==> config.mk <==
export PLATFORM = sky130hd
export DESIGN_NAME = pipeline_hazard_controller_flat
export DESIGN_NICKNAME = d
export VERILOG_FILES = /design/src/rtl/pipeline_hazard_controller_if.sv /design/src/rtl/pipeline_hazard_controller.sv /design/src/flat_wrapper.sv
export SDC_FILE = /design/constraint.sdc
export NUM_CORES = 1
export LEC_CHECK = 0
export CORE_UTILIZATION = 41
export DETAILED_ROUTE_END_ITERATION = 10
export GPL_TIMING_DRIVEN = 0
export PLACE_DENSITY = 0.87
export SLEW_MARGIN = 20
export SYNTH_ARGS = -nofsm -noshare
export SYNTH_HDL_FRONTEND = slang
export SYNTH_SLANG_ARGS = --single-unit
export TNS_END_PERCENT = 20
==> constraint.sdc <==
create_clock -name clk -period 2.99 [get_ports clk]
set_input_delay 0.598 -clock clk [delete_from_list [all_inputs] [get_ports clk]]
set_output_delay 0.598 -clock clk [all_outputs]
set_load 0.02 [all_outputs]
==> src/rtl/pipeline_hazard_controller_if.sv <==
`default_nettype none
// ============================================================================
//  Module      : pipeline_hazard_controller_if
//  Description : Bundles the hazard inputs, event inputs, pipeline-register
//                controls and status outputs of pipeline_hazard_controller.
//                master = pipeline side driving hazards/events,
//                slave  = the hazard controller itself.
//  Revision    : 1.0 - initial release
// ============================================================================
interface pipeline_hazard_controller_if;
    // Hazard detection inputs
    logic        d_readM_EX;
    logic [1:0]  write_reg_addr_EX;
    logic [1:0]  rs_ID;
    logic [1:0]  rt_ID;
    logic        use_rs_ID;
    logic        use_rt_ID;
    // Event inputs
    logic        mispredict_EX;
    logic        i_mem_busy;
    logic        d_mem_busy;
    logic        is_halted_WB;
    // Pipeline register controls
    logic        stall_IF_ID;
    logic        stall_ID_EX;
    logic        stall_EX_MEM;
    logic        stall_MEM_WB;
    logic        flush_IF_ID;
    logic        flush_ID_EX;
    logic        flush_EX_MEM;
    logic        flush_MEM_WB;
    // Status
    logic        pc_write_en;
    logic        halted;
    logic        mem_timeout;
    logic [15:0] cycle_count;
    logic [15:0] stall_count;
    logic [15:0] flush_count;

    modport master (
        output d_readM_EX, write_reg_addr_EX, rs_ID, rt_ID, use_rs_ID, use_rt_ID,
        output mispredict_EX, i_mem_busy, d_mem_busy, is_halted_WB,
        input  stall_IF_ID, stall_ID_EX, stall_EX_MEM, stall_MEM_WB,
        input  flush_IF_ID, flush_ID_EX, flush_EX_MEM, flush_MEM_WB,
        input  pc_write_en, halted, mem_timeout,
        input  cycle_count, stall_count, flush_count
    );

    modport slave (
        input  d_readM_EX, write_reg_addr_EX, rs_ID, rt_ID, use_rs_ID, use_rt_ID,
        input  mispredict_EX, i_mem_busy, d_mem_busy, is_halted_WB,
        output stall_IF_ID, stall_ID_EX, stall_EX_MEM, stall_MEM_WB,
        output flush_IF_ID, flush_ID_EX, flush_EX_MEM, flush_MEM_WB,
        output pc_write_en, halted, mem_timeout,
        output cycle_count, stall_count, flush_count
    );
endinterface
`default_nettype wire

==> src/rtl/pipeline_hazard_controller.sv <==
`default_nettype none
// ============================================================================
//  Module      : pipeline_hazard_controller
//  Description : Stall/flush controller for a 5-stage pipeline. Three-state
//                FSM (RUN, MEM_WAIT, HALT) with a MEM_WAIT watchdog that
//                raises a sticky mem_timeout. Optional performance counters
//                are built when the macro PERF_COUNTER_EN is defined;
//                otherwise the counter outputs are tied to zero.
//  Revision    : 1.0 - initial release
// ============================================================================
module pipeline_hazard_controller (
    input  wire logic                   clk,
    input  wire logic                   reset,
    pipeline_hazard_controller_if.slave hz
);

    typedef enum logic [1:0] {
        ST_RUN      = 2'd0,
        ST_MEM_WAIT = 2'd1,
        ST_HALT     = 2'd2
    } state_t;

    localparam logic [7:0]  C_WD_MAX  = 8'hFF;
    localparam logic [15:0] C_CNT_MAX = 16'hFFFF;

    state_t     state_q, state_d;
    logic [7:0] wd_q, wd_d;
    logic       mem_timeout_q, mem_timeout_d;

    logic       w_load_use;
    logic [7:0] w_wd_inc;
    logic       w_run_eval;
    logic       w_stall_if_id, w_stall_id_ex, w_stall_ex_mem, w_stall_mem_wb;
    logic       w_flush_if_id, w_flush_id_ex, w_flush_ex_mem, w_flush_mem_wb;
    logic       w_pc_write_en;

    // Load-use: EX load whose destination is a source the ID instruction really reads
    assign w_load_use = hz.d_readM_EX &
                        ((hz.use_rs_ID & (hz.rs_ID == hz.write_reg_addr_EX)) |
                         (hz.use_rt_ID & (hz.rt_ID == hz.write_reg_addr_EX)));

    // Watchdog saturates so the sticky flag cannot be missed on wrap
    assign w_wd_inc = (wd_q == C_WD_MAX) ? C_WD_MAX : (wd_q + 8'd1);

    // Next-state and stall/flush decode; reset overrides outputs to a free-running pipe
    always_comb begin
        state_d        = state_q;
        wd_d           = wd_q;
        mem_timeout_d  = mem_timeout_q;
        w_run_eval     = 1'b0;
        w_stall_if_id  = 1'b0;
        w_stall_id_ex  = 1'b0;
        w_stall_ex_mem = 1'b0;
        w_stall_mem_wb = 1'b0;
        w_flush_if_id  = 1'b0;
        w_flush_id_ex  = 1'b0;
        w_flush_ex_mem = 1'b0;
        w_flush_mem_wb = 1'b0;
        w_pc_write_en  = 1'b1;

        case (state_q)
            ST_HALT: begin
                w_stall_if_id  = 1'b1;
                w_stall_id_ex  = 1'b1;
                w_stall_ex_mem = 1'b1;
                w_stall_mem_wb = 1'b1;
                w_pc_write_en  = 1'b0;
            end
            ST_MEM_WAIT: begin
                if (hz.d_mem_busy) begin
                    w_stall_if_id  = 1'b1;
                    w_stall_id_ex  = 1'b1;
                    w_stall_ex_mem = 1'b1;
                    w_flush_mem_wb = 1'b1;
                    w_pc_write_en  = 1'b0;
                    wd_d           = w_wd_inc;
                    if (w_wd_inc == C_WD_MAX) begin
                        mem_timeout_d = 1'b1;
                    end
                end else begin
                    // Memory done: this cycle is decoded exactly like RUN
                    w_run_eval = 1'b1;
                end
            end
            default: begin
                w_run_eval = 1'b1;
            end
        endcase

        if (w_run_eval) begin
            state_d = ST_RUN;
            if (hz.is_halted_WB) begin
                w_stall_if_id  = 1'b1;
                w_stall_id_ex  = 1'b1;
                w_stall_ex_mem = 1'b1;
                w_stall_mem_wb = 1'b1;
                w_pc_write_en  = 1'b0;
                state_d        = ST_HALT;
            end else if (hz.d_mem_busy) begin
                w_stall_if_id  = 1'b1;
                w_stall_id_ex  = 1'b1;
                w_stall_ex_mem = 1'b1;
                w_flush_mem_wb = 1'b1;
                w_pc_write_en  = 1'b0;
                wd_d           = 8'd0;
                state_d        = ST_MEM_WAIT;
            end else if (hz.mispredict_EX) begin
                // Wrong-path instructions in IF and ID are discarded; PC takes the fix-up target
                w_flush_if_id  = 1'b1;
                w_flush_id_ex  = 1'b1;
                w_pc_write_en  = 1'b1;
            end else if (w_load_use) begin
                // Hold the consumer in ID and send a bubble into EX
                w_stall_if_id  = 1'b1;
                w_flush_id_ex  = 1'b1;
                w_pc_write_en  = 1'b0;
            end else if (hz.i_mem_busy) begin
                // Fetch not ready: bubble into ID, older instructions keep moving
                w_flush_if_id  = 1'b1;
                w_pc_write_en  = 1'b0;
            end
        end

        if (reset) begin
            w_stall_if_id  = 1'b0;
            w_stall_id_ex  = 1'b0;
            w_stall_ex_mem = 1'b0;
            w_stall_mem_wb = 1'b0;
            w_flush_if_id  = 1'b0;
            w_flush_id_ex  = 1'b0;
            w_flush_ex_mem = 1'b0;
            w_flush_mem_wb = 1'b0;
            w_pc_write_en  = 1'b1;
        end
    end

    // FSM state, watchdog and sticky timeout registers
    always_ff @(posedge clk or posedge reset) begin
        if (reset) begin
            state_q       <= ST_RUN;
            wd_q          <= 8'd0;
            mem_timeout_q <= 1'b0;
        end else begin
            state_q       <= state_d;
            wd_q          <= wd_d;
            mem_timeout_q <= mem_timeout_d;
        end
    end

    assign hz.stall_IF_ID  = w_stall_if_id;
    assign hz.stall_ID_EX  = w_stall_id_ex;
    assign hz.stall_EX_MEM = w_stall_ex_mem;
    assign hz.stall_MEM_WB = w_stall_mem_wb;
    assign hz.flush_IF_ID  = w_flush_if_id;
    assign hz.flush_ID_EX  = w_flush_id_ex;
    assign hz.flush_EX_MEM = w_flush_ex_mem;
    assign hz.flush_MEM_WB = w_flush_mem_wb;
    assign hz.pc_write_en  = w_pc_write_en;
    assign hz.halted       = (state_q == ST_HALT);
    assign hz.mem_timeout  = mem_timeout_q;

`ifdef PERF_COUNTER_EN
    logic [15:0] cycle_count_q, cycle_count_d;
    logic [15:0] stall_count_q, stall_count_d;
    logic [15:0] flush_count_q, flush_count_d;

    // Saturating performance counter updates
    always_comb begin
        cycle_count_d = cycle_count_q;
        stall_count_d = stall_count_q;
        flush_count_d = flush_count_q;
        if (cycle_count_q != C_CNT_MAX) begin
            cycle_count_d = cycle_count_q + 16'd1;
        end
        if (!w_pc_write_en && (state_q != ST_HALT) && (stall_count_q != C_CNT_MAX)) begin
            stall_count_d = stall_count_q + 16'd1;
        end
        if ((w_flush_if_id || w_flush_id_ex) && (flush_count_q != C_CNT_MAX)) begin
            flush_count_d = flush_count_q + 16'd1;
        end
    end

    // Performance counter registers
    always_ff @(posedge clk or posedge reset) begin
        if (reset) begin
            cycle_count_q <= 16'd0;
            stall_count_q <= 16'd0;
            flush_count_q <= 16'd0;
        end else begin
            cycle_count_q <= cycle_count_d;
            stall_count_q <= stall_count_d;
            flush_count_q <= flush_count_d;
        end
    end

    assign hz.cycle_count = cycle_count_q;
    assign hz.stall_count = stall_count_q;
    assign hz.flush_count = flush_count_q;
`else
    assign hz.cycle_count = 16'd0;
    assign hz.stall_count = 16'd0;
    assign hz.flush_count = 16'd0;
`endif

endmodule
`default_nettype wire

==> src/flat_wrapper.sv <==
// flat-port wrapper written by rule: the top's interface ports become plain ports
module pipeline_hazard_controller_flat 
  (clk, reset, hz_d_readM_EX, hz_write_reg_addr_EX, hz_rs_ID, hz_rt_ID, hz_use_rs_ID, hz_use_rt_ID, hz_mispredict_EX, hz_i_mem_busy, hz_d_mem_busy, hz_is_halted_WB, hz_stall_IF_ID, hz_stall_ID_EX, hz_stall_EX_MEM, hz_stall_MEM_WB, hz_flush_IF_ID, hz_flush_ID_EX, hz_flush_EX_MEM, hz_flush_MEM_WB, hz_pc_write_en, hz_halted, hz_mem_timeout, hz_cycle_count, hz_stall_count, hz_flush_count);
  pipeline_hazard_controller_if hz_i ();
  input  wire logic clk;
  input  wire logic reset;
  input wire logic [$bits(hz_i.d_readM_EX)-1:0] hz_d_readM_EX;
  input wire logic [$bits(hz_i.write_reg_addr_EX)-1:0] hz_write_reg_addr_EX;
  input wire logic [$bits(hz_i.rs_ID)-1:0] hz_rs_ID;
  input wire logic [$bits(hz_i.rt_ID)-1:0] hz_rt_ID;
  input wire logic [$bits(hz_i.use_rs_ID)-1:0] hz_use_rs_ID;
  input wire logic [$bits(hz_i.use_rt_ID)-1:0] hz_use_rt_ID;
  input wire logic [$bits(hz_i.mispredict_EX)-1:0] hz_mispredict_EX;
  input wire logic [$bits(hz_i.i_mem_busy)-1:0] hz_i_mem_busy;
  input wire logic [$bits(hz_i.d_mem_busy)-1:0] hz_d_mem_busy;
  input wire logic [$bits(hz_i.is_halted_WB)-1:0] hz_is_halted_WB;
  output wire logic [$bits(hz_i.stall_IF_ID)-1:0] hz_stall_IF_ID;
  output wire logic [$bits(hz_i.stall_ID_EX)-1:0] hz_stall_ID_EX;
  output wire logic [$bits(hz_i.stall_EX_MEM)-1:0] hz_stall_EX_MEM;
  output wire logic [$bits(hz_i.stall_MEM_WB)-1:0] hz_stall_MEM_WB;
  output wire logic [$bits(hz_i.flush_IF_ID)-1:0] hz_flush_IF_ID;
  output wire logic [$bits(hz_i.flush_ID_EX)-1:0] hz_flush_ID_EX;
  output wire logic [$bits(hz_i.flush_EX_MEM)-1:0] hz_flush_EX_MEM;
  output wire logic [$bits(hz_i.flush_MEM_WB)-1:0] hz_flush_MEM_WB;
  output wire logic [$bits(hz_i.pc_write_en)-1:0] hz_pc_write_en;
  output wire logic [$bits(hz_i.halted)-1:0] hz_halted;
  output wire logic [$bits(hz_i.mem_timeout)-1:0] hz_mem_timeout;
  output wire logic [$bits(hz_i.cycle_count)-1:0] hz_cycle_count;
  output wire logic [$bits(hz_i.stall_count)-1:0] hz_stall_count;
  output wire logic [$bits(hz_i.flush_count)-1:0] hz_flush_count;
  assign hz_i.d_readM_EX = hz_d_readM_EX;
  assign hz_i.write_reg_addr_EX = hz_write_reg_addr_EX;
  assign hz_i.rs_ID = hz_rs_ID;
  assign hz_i.rt_ID = hz_rt_ID;
  assign hz_i.use_rs_ID = hz_use_rs_ID;
  assign hz_i.use_rt_ID = hz_use_rt_ID;
  assign hz_i.mispredict_EX = hz_mispredict_EX;
  assign hz_i.i_mem_busy = hz_i_mem_busy;
  assign hz_i.d_mem_busy = hz_d_mem_busy;
  assign hz_i.is_halted_WB = hz_is_halted_WB;
  assign hz_stall_IF_ID = hz_i.stall_IF_ID;
  assign hz_stall_ID_EX = hz_i.stall_ID_EX;
  assign hz_stall_EX_MEM = hz_i.stall_EX_MEM;
  assign hz_stall_MEM_WB = hz_i.stall_MEM_WB;
  assign hz_flush_IF_ID = hz_i.flush_IF_ID;
  assign hz_flush_ID_EX = hz_i.flush_ID_EX;
  assign hz_flush_EX_MEM = hz_i.flush_EX_MEM;
  assign hz_flush_MEM_WB = hz_i.flush_MEM_WB;
  assign hz_pc_write_en = hz_i.pc_write_en;
  assign hz_halted = hz_i.halted;
  assign hz_mem_timeout = hz_i.mem_timeout;
  assign hz_cycle_count = hz_i.cycle_count;
  assign hz_stall_count = hz_i.stall_count;
  assign hz_flush_count = hz_i.flush_count;
  pipeline_hazard_controller u_core (.clk(clk), .reset(reset), .hz(hz_i));
endmodule
==> out/results.ini, run 1 <==
[floorplanning]
row_count=19
initial_utilization=0.442
total_die_area_um2=3280
die_h_um=57.2
floorplan.core_area_um2=2830
boundaryPins=74
fp.dieW_um=57.2

[critical_path]
setup.worst_path.class=primary input to output pin
timing.critical_path.arrival_ns=2.15
timing.critical_path.from_type=primary input
critical_path_start=hz_write_reg_addr_EX[1]
cp_num_buf_inv=2
required_ns=2.39
r2r-start=u_core.state_q[0]
crit_path_max_incr_delay_ns=0.45
crit_fanout=4
endpoint_kind=output pin
cell_chain_critical_path=clkdlybuf4s50_1 > and2_1 > o2111ai_1 > a31oi_1 > o41ai_1 > dlygate4sd2_1
cpMaxStageDelayCell=clkdlybuf4s50_1
cp_top_family=buffers and inverters

[cells_and_area]
flow.area_growth_from_synthesis_pct=41.2
sequential_cell_area_um2=275
drive_gt1_frac=0.288
final_net_count=248
num_antenna_cells=0
final_cells=260
fillers=254
multiInputGateArea_um2=761

[global_routing]
first_global_vias=915
grt_antenna_before_repair=0
grtUsageTotal=0.158
grt_first_pass_wirelength_mm=3.97
grt_start_max_net_pins=13
overflow=0

[route]
detail_route.wirelength_mm=2.53
detail_route.first_pass.iterations=7
top_layer_used_by_detailed_routing=met4
route.detailed.vias_per_inst=4.28
final_antenna_violating_net_count=0
routed-wl-met2_mm=1.33
routedWlPerCell_um=9.73
first_iter_violations=22
via_count=1113
wl_met3_um=135
met1_length_mm=1.01
drc_errors=6

[timing]
finalSetupTns_ns=0
finalSetupViolCount=0
final_period_minus_worst_setup_slack_ns=2.75
skew_ns=0.000529
grt_setup_unrepaired=no
final_min_period_over_clock_period=0.919
finalHoldViolCount=0
final_max_slew_viol_count=0
max_clock_freq_mhz=364

[place]
place.gp.congestion=0.846
dp.cells=256
post-dp-hpwl_mm=1.97
portBuffers=23

[pwr]
max_vdd_drop_uv=396
finalPower_mw=0.841
power_density_nw_per_um2=476
power.static_leakage_nw=1.03

[outcome]
result_of_the_run=finished, violations left
violations=design-rule violations

[synthesis]
synth.distinct_cells=44
synthesis.yosys.warnings=0
sequential_fraction_of_the_synthesis_area=0.220
ys_seq_elements=11
syn_inst=154
netlist_area_um2=1250
mean_area_per_synthesized_cell_um2=8.12

[clock_tree]
clock_latency_ns=0.28
cts.root.buffer_cell=clkbuf_4
ctsHtreeMaxLevel=1
cts_max_path_buffers=2
tritoncts=built
post-cts-setup-buffer-count=0
cts_buffer_count=3
cts.clk_slew.worst_paths_ns=0.07
clkSinkCount=11

[job]
maxCapViolations=0

[worst_hold_path]
hp-start=u_core.hz.mem_timeout
timing.hold.worst.class=flop to flop

## Yosys cell counts
| library cell | instances | share of area |
|---|---|---|
| ha_1 | 3 | 0.030 |
| o21a_1 | 3 | 0.018 |
| dfrtp_1 | 11 | 0.22 |
| a21oi_1 | 6 | 0.024 |
| a211oi_2 | 1 | 0.010 |
| nand2_1 | 8 | 0.024 |
| or2_4 | 1 | 0.0070 |
| a21boi_0 | 1 | 0.0060 |
| and4_1 | 1 | 0.0070 |
| xnor2_1 | 2 | 0.014 |
| o2111ai_1 | 2 | 0.014 |
| nand4_1 | 1 | 0.0050 |
| xor2_1 | 2 | 0.014 |
| a21o_1 | 3 | 0.018 |
| and2_1 | 2 | 0.010 |
| buf_2 | 1 | 0.0040 |
| conb_1 | 1 | 0.0030 |
| and2_4 | 1 | 0.0070 |
| nor2b_1 | 2 | 0.010 |
| o22a_1 | 1 | 0.0070 |
| nor2_1 | 9 | 0.027 |
| o21ai_2 | 1 | 0.0070 |
| nand3_1 | 4 | 0.016 |
| mux2i_1 | 1 | 0.0080 |
| nor3_1 | 1 | 0.0040 |
| and3_1 | 1 | 0.0050 |
| buf_4 | 50 | 0.30 |
| inv_1 | 7 | 0.021 |
| o21ai_0 | 6 | 0.024 |
| a31o_2 | 1 | 0.0070 |
| o21ai_1 | 2 | 0.0080 |
| a211oi_1 | 2 | 0.012 |
| nor4_1 | 1 | 0.0050 |
| a22o_1 | 1 | 0.0070 |
| nand2b_1 | 2 | 0.010 |
| mux2_2 | 1 | 0.0090 |
| clkbuf_2 | 1 | 0.0040 |
| a31oi_1 | 4 | 0.020 |
| o22ai_1 | 1 | 0.0050 |
| and4_4 | 1 | 0.0090 |
| o41ai_1 | 1 | 0.0070 |
| nand4b_1 | 1 | 0.0070 |
| nand4_4 | 1 | 0.017 |
| buf_6 | 1 | 0.0090 |
## per-stage QoR
| stage | hold slack [ns] | setup slack, ns | instance area (µm²) | utilization |
|---|---|---|---|---|
| finish | 0.470 | 0.241 | 1770 | 0.625 |
| global route | 0.501 | 0.0598 | 1770 | 0.625 |
| CTS | 0.476 | 0.00471 | 1740 | 0.613 |
| detailed placement | 0.461 | -0.233 | 1700 | 0.601 |
| global placement | 0.457 | -0.217 | 1700 | 0.601 |
| floorplan | 0.458 | 0.405 | 1430 | - |
## metal layers
metal / vias to the layer above / track usage
met2: 37 / 0.284
met5: - / 0
met3: 5 / 0.0340
met4: 0 / 0.0906
li1: 580 / -
met1: 491 / 0.171
## what timing repair did
| item | in CTS | in global routing |
|---|---|---|
| hold buffers | 0 | 0 |
| pin swaps | 0 | 1 |
| resized for setup | 4 | 8 |
| setup endpoints to repair | 6 | 5 |
## logic make-up after synthesis
| logic type | Yosys count | share of synthesized area |
|---|---|---|
| xor+xnor | 4 | 0.0280 |
| compound gates | 36 | 0.194 |
| other cells | 1 | 0.00300 |
| simple gates | 37 | 0.170 |
| mux | 2 | 0.0170 |
| flops | 11 | 0.220 |
| fa+ha+maj | 3 | 0.0300 |
| buf+inv | 60 | 0.338 |
## sequential cells by signal, summed over array words and instances (netlist names)
| name | flops |
|---|---|
| u_core.hz.mem_timeout | 1 |
| u_core.state_q | 2 |
| u_core.wd_q | 8 |
## worst reg2reg max path: cells and delay by family (launching register included)
kind / cells / cell delay, ns
flip-flops: 1 / 0.41
adder cells (fa/ha/maj): 1 / 0.22
buffers and inverters: 1 / 0.07
multiplexers: 1 / 0.33
AND/OR/NAND/NOR: 2 / 0.60
## path summary, 6_finish.rpt
kind | cells after the start | end | slack [ns]
worst max-delay path | 6 | hz_pc_write_en | 0.24
worst min-delay path | 1 | u_core.hz.mem_timeout | 0.47
worst max register to register | 5 | u_core.state_q[1] | 1.26
worst min register to register | 1 | u_core.hz.mem_timeout | 0.47
max in group asynchronous | 2 | u_core.wd_q[3] | 2.16
min in group asynchronous | 2 | u_core.state_q[0] | 0.52
## placed cells by master, fill, tap and decap left out, types with 2 or more instances in the layout
cell type	Yosys	final
conb_1	1	49
inv_1	7	7
ha_1	3	3
nor2_1	9	9
nand2_1	8	8
xnor2_1	2	2
and2_1	2	2
o21ai_0	6	6
a21o_1	3	3
dlymetal6s2s_1	0	6
a21oi_1	6	6
dlygate4sd2_1	0	2
dfrtp_1	11	11
a31oi_1	4	4
nor2b_1	2	2
xor2_1	2	2
o21a_1	3	3
o2111ai_1	2	2
clkdlybuf4s50_1	0	15
o21ai_1	2	2
clkbuf_4	0	3
nand2b_1	2	2
nand3_1	4	4
buf_4	50	50
## cell type report
type,count,share of cell area
well taps,31,0.0220
flip-flops and latches,11,0.156
inverters,7,0.0149
multi-input cells,131,0.431
plain buffers,53,0.225
clock buffers,4,0.0149
repair buffers,23,0.137
## power breakdown
part / switching, mW / internal (mW)
registers: 0.0358 / 0.175
logic: 0.290 / 0.237
clock network: 0.0520 / 0.0519
total: 0.378 / 0.464
(Power assumes the default switching activity.)
==> run 2, diff against run 1 <==
--- a/config.mk
+++ b/config.mk
@@ -8,7 +8,7 @@
 export CORE_UTILIZATION = 41
 export DETAILED_ROUTE_END_ITERATION = 10
 export GPL_TIMING_DRIVEN = 0
-export PLACE_DENSITY = 0.87
+export PLACE_DENSITY_LB_ADDON = 0.12
 export SLEW_MARGIN = 20
 export SYNTH_ARGS = -nofsm -noshare
 export SYNTH_HDL_FRONTEND = slang
==> run 2 against run 1 <==
  * The run still ends with design-rule violations left
  * Cell area fell by 1.6%
  * Critical endpoint is now hz_flush_ID_EX
  * Largest cell class unchanged
  * Final cell count stayed put
  * Clock power is essentially flat
==> out/results.ini, run 2 (synthesized netlist as in run 1, its figures left out) <==
[outcome]
result_of_the_run=finished, violations left
violations=design-rule violations

[cells_and_area]
drive_gt1_frac=0.288  ; unchanged
largest_register_ffs=8  ; unchanged
num_antenna_cells=0  ; unchanged
sequential_cell_area_um2=275  ; unchanged
most-common-layout-cells=buf_4 (50), conb_1 (49), clkdlybuf4s50_1 (18)
final_net_count=248  ; unchanged
flow.area_growth_from_synthesis_pct=39.0
fillers=260  ; +2.4%
multiInputGateArea_um2=744  ; -2.1%
mostFrequentLayoutCell=buf_4
largest_reg_by_ff_count=u_core.wd_q
final_util=0.615  ; -0.00973

[global_routing]
grt_use_met2=0.274  ; -0.0101
grtUsageTotal=0.147  ; -0.0108
grt_start_max_net_pins=13  ; unchanged
first_global_vias=947  ; +3.5%
groute.layer.met3.usage=0.0227  ; -0.0113
globalRoute.busiestLayer=met2
grt_first_pass_wirelength_mm=3.83  ; -3.5%
overflow=0  ; unchanged
met1_usage=0.162  ; -0.00967
grt_antenna_before_repair=0  ; unchanged

[place]
place.gp.congestion=0.766  ; -9.5%
portBuffers=23  ; unchanged
post-place-ws_ns=-0.242  ; -0.00867 ns
post-dp-hpwl_mm=2.02  ; +2.5%

[route]
route.detailed.vias_per_inst=4.45  ; +3.9%
via_count=1156  ; +3.9%
detail_route.first_pass.iterations=8  ; +1
drc_errors=6  ; unchanged
first_iter_violations=30  ; +36%
detail_route.wirelength_mm=2.43  ; -4.0%
final_antenna_violating_net_count=0  ; unchanged
routedWlPerCell_um=9.35  ; -4.0%

[critical_path]
timing.critical_path.from_type=primary input
worst_r2r_path_depth=5  ; unchanged
timing.critical_path.arrival_ns=2.28  ; +0.13 ns
setup.worst_path.class=primary input to output pin
required_ns=2.39  ; about the same
endpoint_kind=output pin
crit_fanout=4  ; unchanged

[timing]
grt_setup_unrepaired=no
max_clock_freq_mhz=347  ; -4.6%
final_min_period_over_clock_period=0.964  ; +0.0443
skew_ns=0.00155  ; +0.00102 ns
finalHoldViolCount=0  ; unchanged
finalSetupViolCount=0  ; unchanged
fin_ws_ns=0.108  ; -0.133 ns
final_max_slew_viol_count=0  ; unchanged
final_period_minus_worst_setup_slack_ns=2.88  ; +0.133 ns

[worst_hold_path]
whs_path_depth=1  ; unchanged
timing.hold.worst.class=flop to flop

[clock_tree]
cts.clk_slew.worst_paths_ns=0.07  ; about the same
clkSinkCount=11  ; unchanged
cts_buffer_count=3  ; unchanged
tritoncts=built
cts_max_path_buffers=2  ; unchanged
post-cts-setup-buffer-count=0  ; unchanged
clock_latency_ns=0.27  ; about the same
cts.root.buffer_cell=clkbuf_4
ctsHtreeMaxLevel=1  ; unchanged

[floorplanning]
boundaryPins=74  ; unchanged
die_h_um=57.2  ; unchanged
fp.dieW_um=57.2  ; unchanged
floorplan.core_area_um2=2830  ; unchanged
total_die_area_um2=3280  ; unchanged
row_count=19  ; unchanged
initial_utilization=0.442  ; unchanged

[job]
maxCapViolations=0  ; unchanged

[pwr]
max_vdd_drop_uv=295  ; -25%
power.static_leakage_nw=0.980  ; -5.3%
power_density_nw_per_um2=467  ; -2.0%

## run 2: worst paths after layout
check                                         from               endpoint  slack (ns)
max in group asynchronous                    reset         u_core.wd_q[0]        1.83
hold / removal               u_core.hz.mem_timeout  u_core.hz.mem_timeout        0.48
min in group asynchronous                    reset         u_core.wd_q[3]        0.83
hold reg to reg              u_core.hz.mem_timeout  u_core.hz.mem_timeout        0.48
setup reg to reg                 u_core.state_q[0]      u_core.state_q[1]        1.31
setup / recovery           hz_write_reg_addr_EX[1]         hz_flush_ID_EX        0.11
## run 2: repair_timing
item / in CTS / in global routing
endpoints found under the setup margin: 6 / 2
gates resized for setup: 5 / 2
hold buffers: 0 / 0
## run 2: layout make-up
type | instances | area share
timing repair buffer | 23 | 0.133
multi-input combinational | 131 | 0.428
clock buffer | 4 | 0.0151
tap | 31 | 0.0223
sequential | 11 | 0.158
buffer | 53 | 0.228
inverter | 7 | 0.0151
## run 2: stage by stage
step / hold WS, ns / setup TNS (ns) / power [mW] / cell area (µm²) / cells
after CTS: 0.497 / 0 / 0.819 / 1730 / 260
after global routing: 0.509 / 0 / 0.869 / 1740 / 260
final: 0.484 / 0 / 0.812 / 1740 / 260
after floorplan: 0.458 / 0 / 0.565 / 1430 / 202
after global placement: 0.458 / -0.651 / 0.694 / 1700 / 256
after detailed placement: 0.481 / -0.886 / 0.707 / 1700 / 256
## run 2: per-layer routing
| metal | wire length (µm) | up-vias | share of wire |
|---|---|---|---|
| met5 | 0 | - | 0 |
| met4 | 54 | 0 | 0.022 |
| met3 | 155 | 5 | 0.064 |
| met2 | 1260 | 52 | 0.52 |
| met1 | 963 | 518 | 0.40 |
| li1 | - | 581 | - |
## run 2: critical path, stage by stage
cell and delay, ns:
clkdlybuf4s50_1 0.45, and2_1 0.16, o2111ai_1 0.24, nand2_1 0.13
o21a_1 0.18, clkdlybuf4s50_1 0.53
## run 2: power breakdown
part / internal (mW) / leakage [nW] / switching (mW) / total, mW
Sequential: 0.175 / 0.149 / 0.0333 / 0.209
Clock: 0.0518 / 0.0150 / 0.0513 / 0.103
Combinational: 0.230 / 0.816 / 0.270 / 0.500
Total: 0.457 / 0.980 / 0.355 / 0.812
==> run 3, diff against run 2 <==
--- a/config.mk
+++ b/config.mk
@@ -5,6 +5,7 @@
 export SDC_FILE = /design/constraint.sdc
 export NUM_CORES = 1
 export LEC_CHECK = 0
+export CORE_ASPECT_RATIO = 0.75
 export CORE_UTILIZATION = 41
 export DETAILED_ROUTE_END_ITERATION = 10
 export GPL_TIMING_DRIVEN = 0
==> run 3 against run 2 <==
  * The run now ends clean
  * Die area hardly changed
  * Via count is 2.0% lower
  * Utilization is 3.1 points higher
  * Cell area is 1.8% higher
  * Fmax is 0.76% higher
  * Final cell count is 1.9% higher
  * Non-clock buffer count stayed put
  * Sequential power hardly changed
  * Power is 7.4% higher
  * First-iteration DRC count is 130% higher
  * Sequential cell count stayed put
  * Register-to-register slack worse by 0.05 ns
==> out/results.ini, run 3 (synthesized netlist as in run 1, its figures left out) <==
[route]
route.detailed.vias_per_inst=4.28  ; -3.8%
first_iter_violations=68  ; +130%
via_count=1133  ; -2.0%
routedWlPerCell_um=10.4  ; +11%
detail_route.wirelength_mm=2.75  ; +13%
drc_errors=0  ; -6
detail_route.first_pass.iterations=5  ; -3
final_antenna_violating_net_count=0  ; unchanged

[global_routing]
grt_antenna_before_repair=0  ; unchanged
grt_start_max_net_pins=13  ; unchanged
first_global_vias=1022  ; +7.9%
overflow=0  ; unchanged
globalRoute.busiestLayer=met2
met1_usage=0.210  ; +0.0483
grtUsageTotal=0.176  ; +0.0283
groute.layer.met3.usage=0.0417  ; +0.0190
grt_use_met2=0.298  ; +0.0237
grt_first_pass_wirelength_mm=4.41  ; +15%

[cells_and_area]
flow.area_growth_from_synthesis_pct=41.5
final_cells=265  ; +1.9%
largest_reg_by_ff_count=u_core.wd_q
mostFrequentLayoutCell=buf_4
largest_register_ffs=8  ; unchanged
final_util=0.646  ; +0.0308
most-common-layout-cells=buf_4 (51), conb_1 (49), clkdlybuf4s50_1 (18)
num_antenna_cells=0  ; unchanged
final_net_count=248  ; unchanged
drive_gt1_frac=0.297  ; +0.00873

[clock_tree]
cts.root.buffer_cell=clkbuf_8
clock_latency_ns=0.24  ; -0.03 ns
cts.clk_slew.worst_paths_ns=0.05  ; -0.02 ns
post-cts-setup-buffer-count=0  ; unchanged
tritoncts=built
clkSinkCount=11  ; unchanged
cts_resized=6  ; +1
cts_hold_buffers=0  ; unchanged
ctsHtreeMaxLevel=1  ; unchanged
cts_buffer_count=3  ; unchanged
cts_max_path_buffers=2  ; unchanged

[floorplanning]
fp.dieW_um=65.8  ; +15%
total_die_area_um2=3280  ; about the same
die_h_um=49.8  ; -13%
initial_utilization=0.456  ; +0.0139
row_count=16  ; -3
floorplan.core_area_um2=2740  ; -3.1%
boundaryPins=74  ; unchanged

[worst_hold_path]
timing.hold.worst.class=flop to flop
worst_hold_path.endpoint=u_core.hz.mem_timeout
hp-start=u_core.hz.mem_timeout
whs_path_depth=1  ; unchanged

[timing]
max_clock_freq_mhz=350  ; +0.76%
finalHoldViolCount=0  ; unchanged
finalHoldWorstSlack_ns=0.465  ; -0.0188 ns
final_max_slew_viol_count=0  ; unchanged
skew_ns=0.00120  ; -0.000344 ns
finalSetupViolCount=0  ; unchanged
final_period_minus_worst_setup_slack_ns=2.86  ; -0.0217 ns
grt_setup_unrepaired=no
final_min_period_over_clock_period=0.957  ; -0.00727
finalSetupTns_ns=0  ; unchanged

[pwr]
p_sw_mw=0.372  ; +4.8%
clockPowerShare=0.175  ; +0.048
pwr-share-seq=0.239  ; -0.018
pwr-share-comb=0.587  ; -0.029
finalPower_mw=0.872  ; +7.4%
internal_power_mw=0.500  ; +9.4%
power.static_leakage_nw=0.977  ; -0.38%
max_vdd_drop_uv=226  ; -23%
switching_share=0.427  ; -0.0106
power_density_nw_per_um2=492  ; +5.5%

[place]
place.gp.congestion=0.807  ; +5.3%
post-dp-hpwl_mm=2.29  ; +13%
dp.cells=261  ; +2.0%
portBuffers=23  ; unchanged

[critical_path]
crit_fanout=4  ; unchanged
worst_r2r_path_depth=5  ; unchanged
worst_r2r_endpoint=u_core.state_q[1]
reg2reg_setup_slack_ns=1.26  ; -0.05 ns
endpoint_kind=output pin
setup.worst_path.class=primary input to output pin
timing.critical_path.from_type=primary input
required_ns=2.39  ; about the same
timing.critical_path.arrival_ns=2.26  ; -0.02 ns
r2r-start=u_core.state_q[0]

[outcome]
result_of_the_run=finished, final reports clean

[job]
maxCapViolations=0  ; unchanged

## run 3: cell types whose count changed in the layout (fill, tap and decap cells not counted)
cell            change
clkbuf_8            +3
clkbuf_4            -3
nor4_2              -1
ha_2                +1
buf_4               +1
ha_1                -1
nor4_4              +1
dlymetal6s2s_1      -1
## run 3: worst max path at each step
| stage | start | slack, ns | to |
|---|---|---|---|
| after floorplan | u_core.state_q[0] | 0.41 | hz_stall_ID_EX |
| after global placement | hz_is_halted_WB | -0.22 | hz_stall_ID_EX |
| after detailed placement | hz_is_halted_WB | -0.25 | hz_stall_ID_EX |
| after CTS | u_core.state_q[0] | 0.04 | hz_stall_IF_ID |
| after global routing | hz_write_reg_addr_EX[1] | 0.004 | hz_flush_ID_EX |
| final | hz_write_reg_addr_EX[1] | 0.13 | hz_flush_ID_EX |
## run 3: power by group through the flow
stage	clock, mW	sequential (mW)	combinational [mW]
6_report	0.152	0.208	0.511
5_1_grt	0.164	0.211	0.554
4_1_cts	0.151	0.207	0.512
3_5_place_dp	0	0.210	0.498
3_3_place_gp	0	0.208	0.490
2_1_floorplan	0	0.201	0.363
## run 3: metrics by stage
stage                     setup slack, ns  cell area, µm²
after floorplan                     0.405            1430
after global placement             -0.218            1710
after detailed placement           -0.249            1710
after CTS                          0.0379            1770
after global routing              0.00432            1770
final                               0.130            1770
## run 3: metal layers
layer  part of all wire  vias up
li1                   -      578
met1               0.44      502
met2               0.48       49
met3              0.067        4
met4              0.013        0
met5                  0        -
## run 3: area by class of cell
cell class	count	area [µm²]
Clock buffer	4	45.0
Timing Repair Buffer	23	226
Fill cell	242	972
Multi-Input combinational cell	131	756
Inverter	7	26.3
Tap cell	36	45.0
Sequential cell	11	275
Buffer	53	397
## run 3: worst max-delay path, cell delays in order
cell and delay, ns:
clkdlybuf4s50_1 0.45, and2_1 0.15, o2111ai_1 0.23, nand2_1 0.12, o21a_1 0.18, clkdlybuf4s50_1 0.53
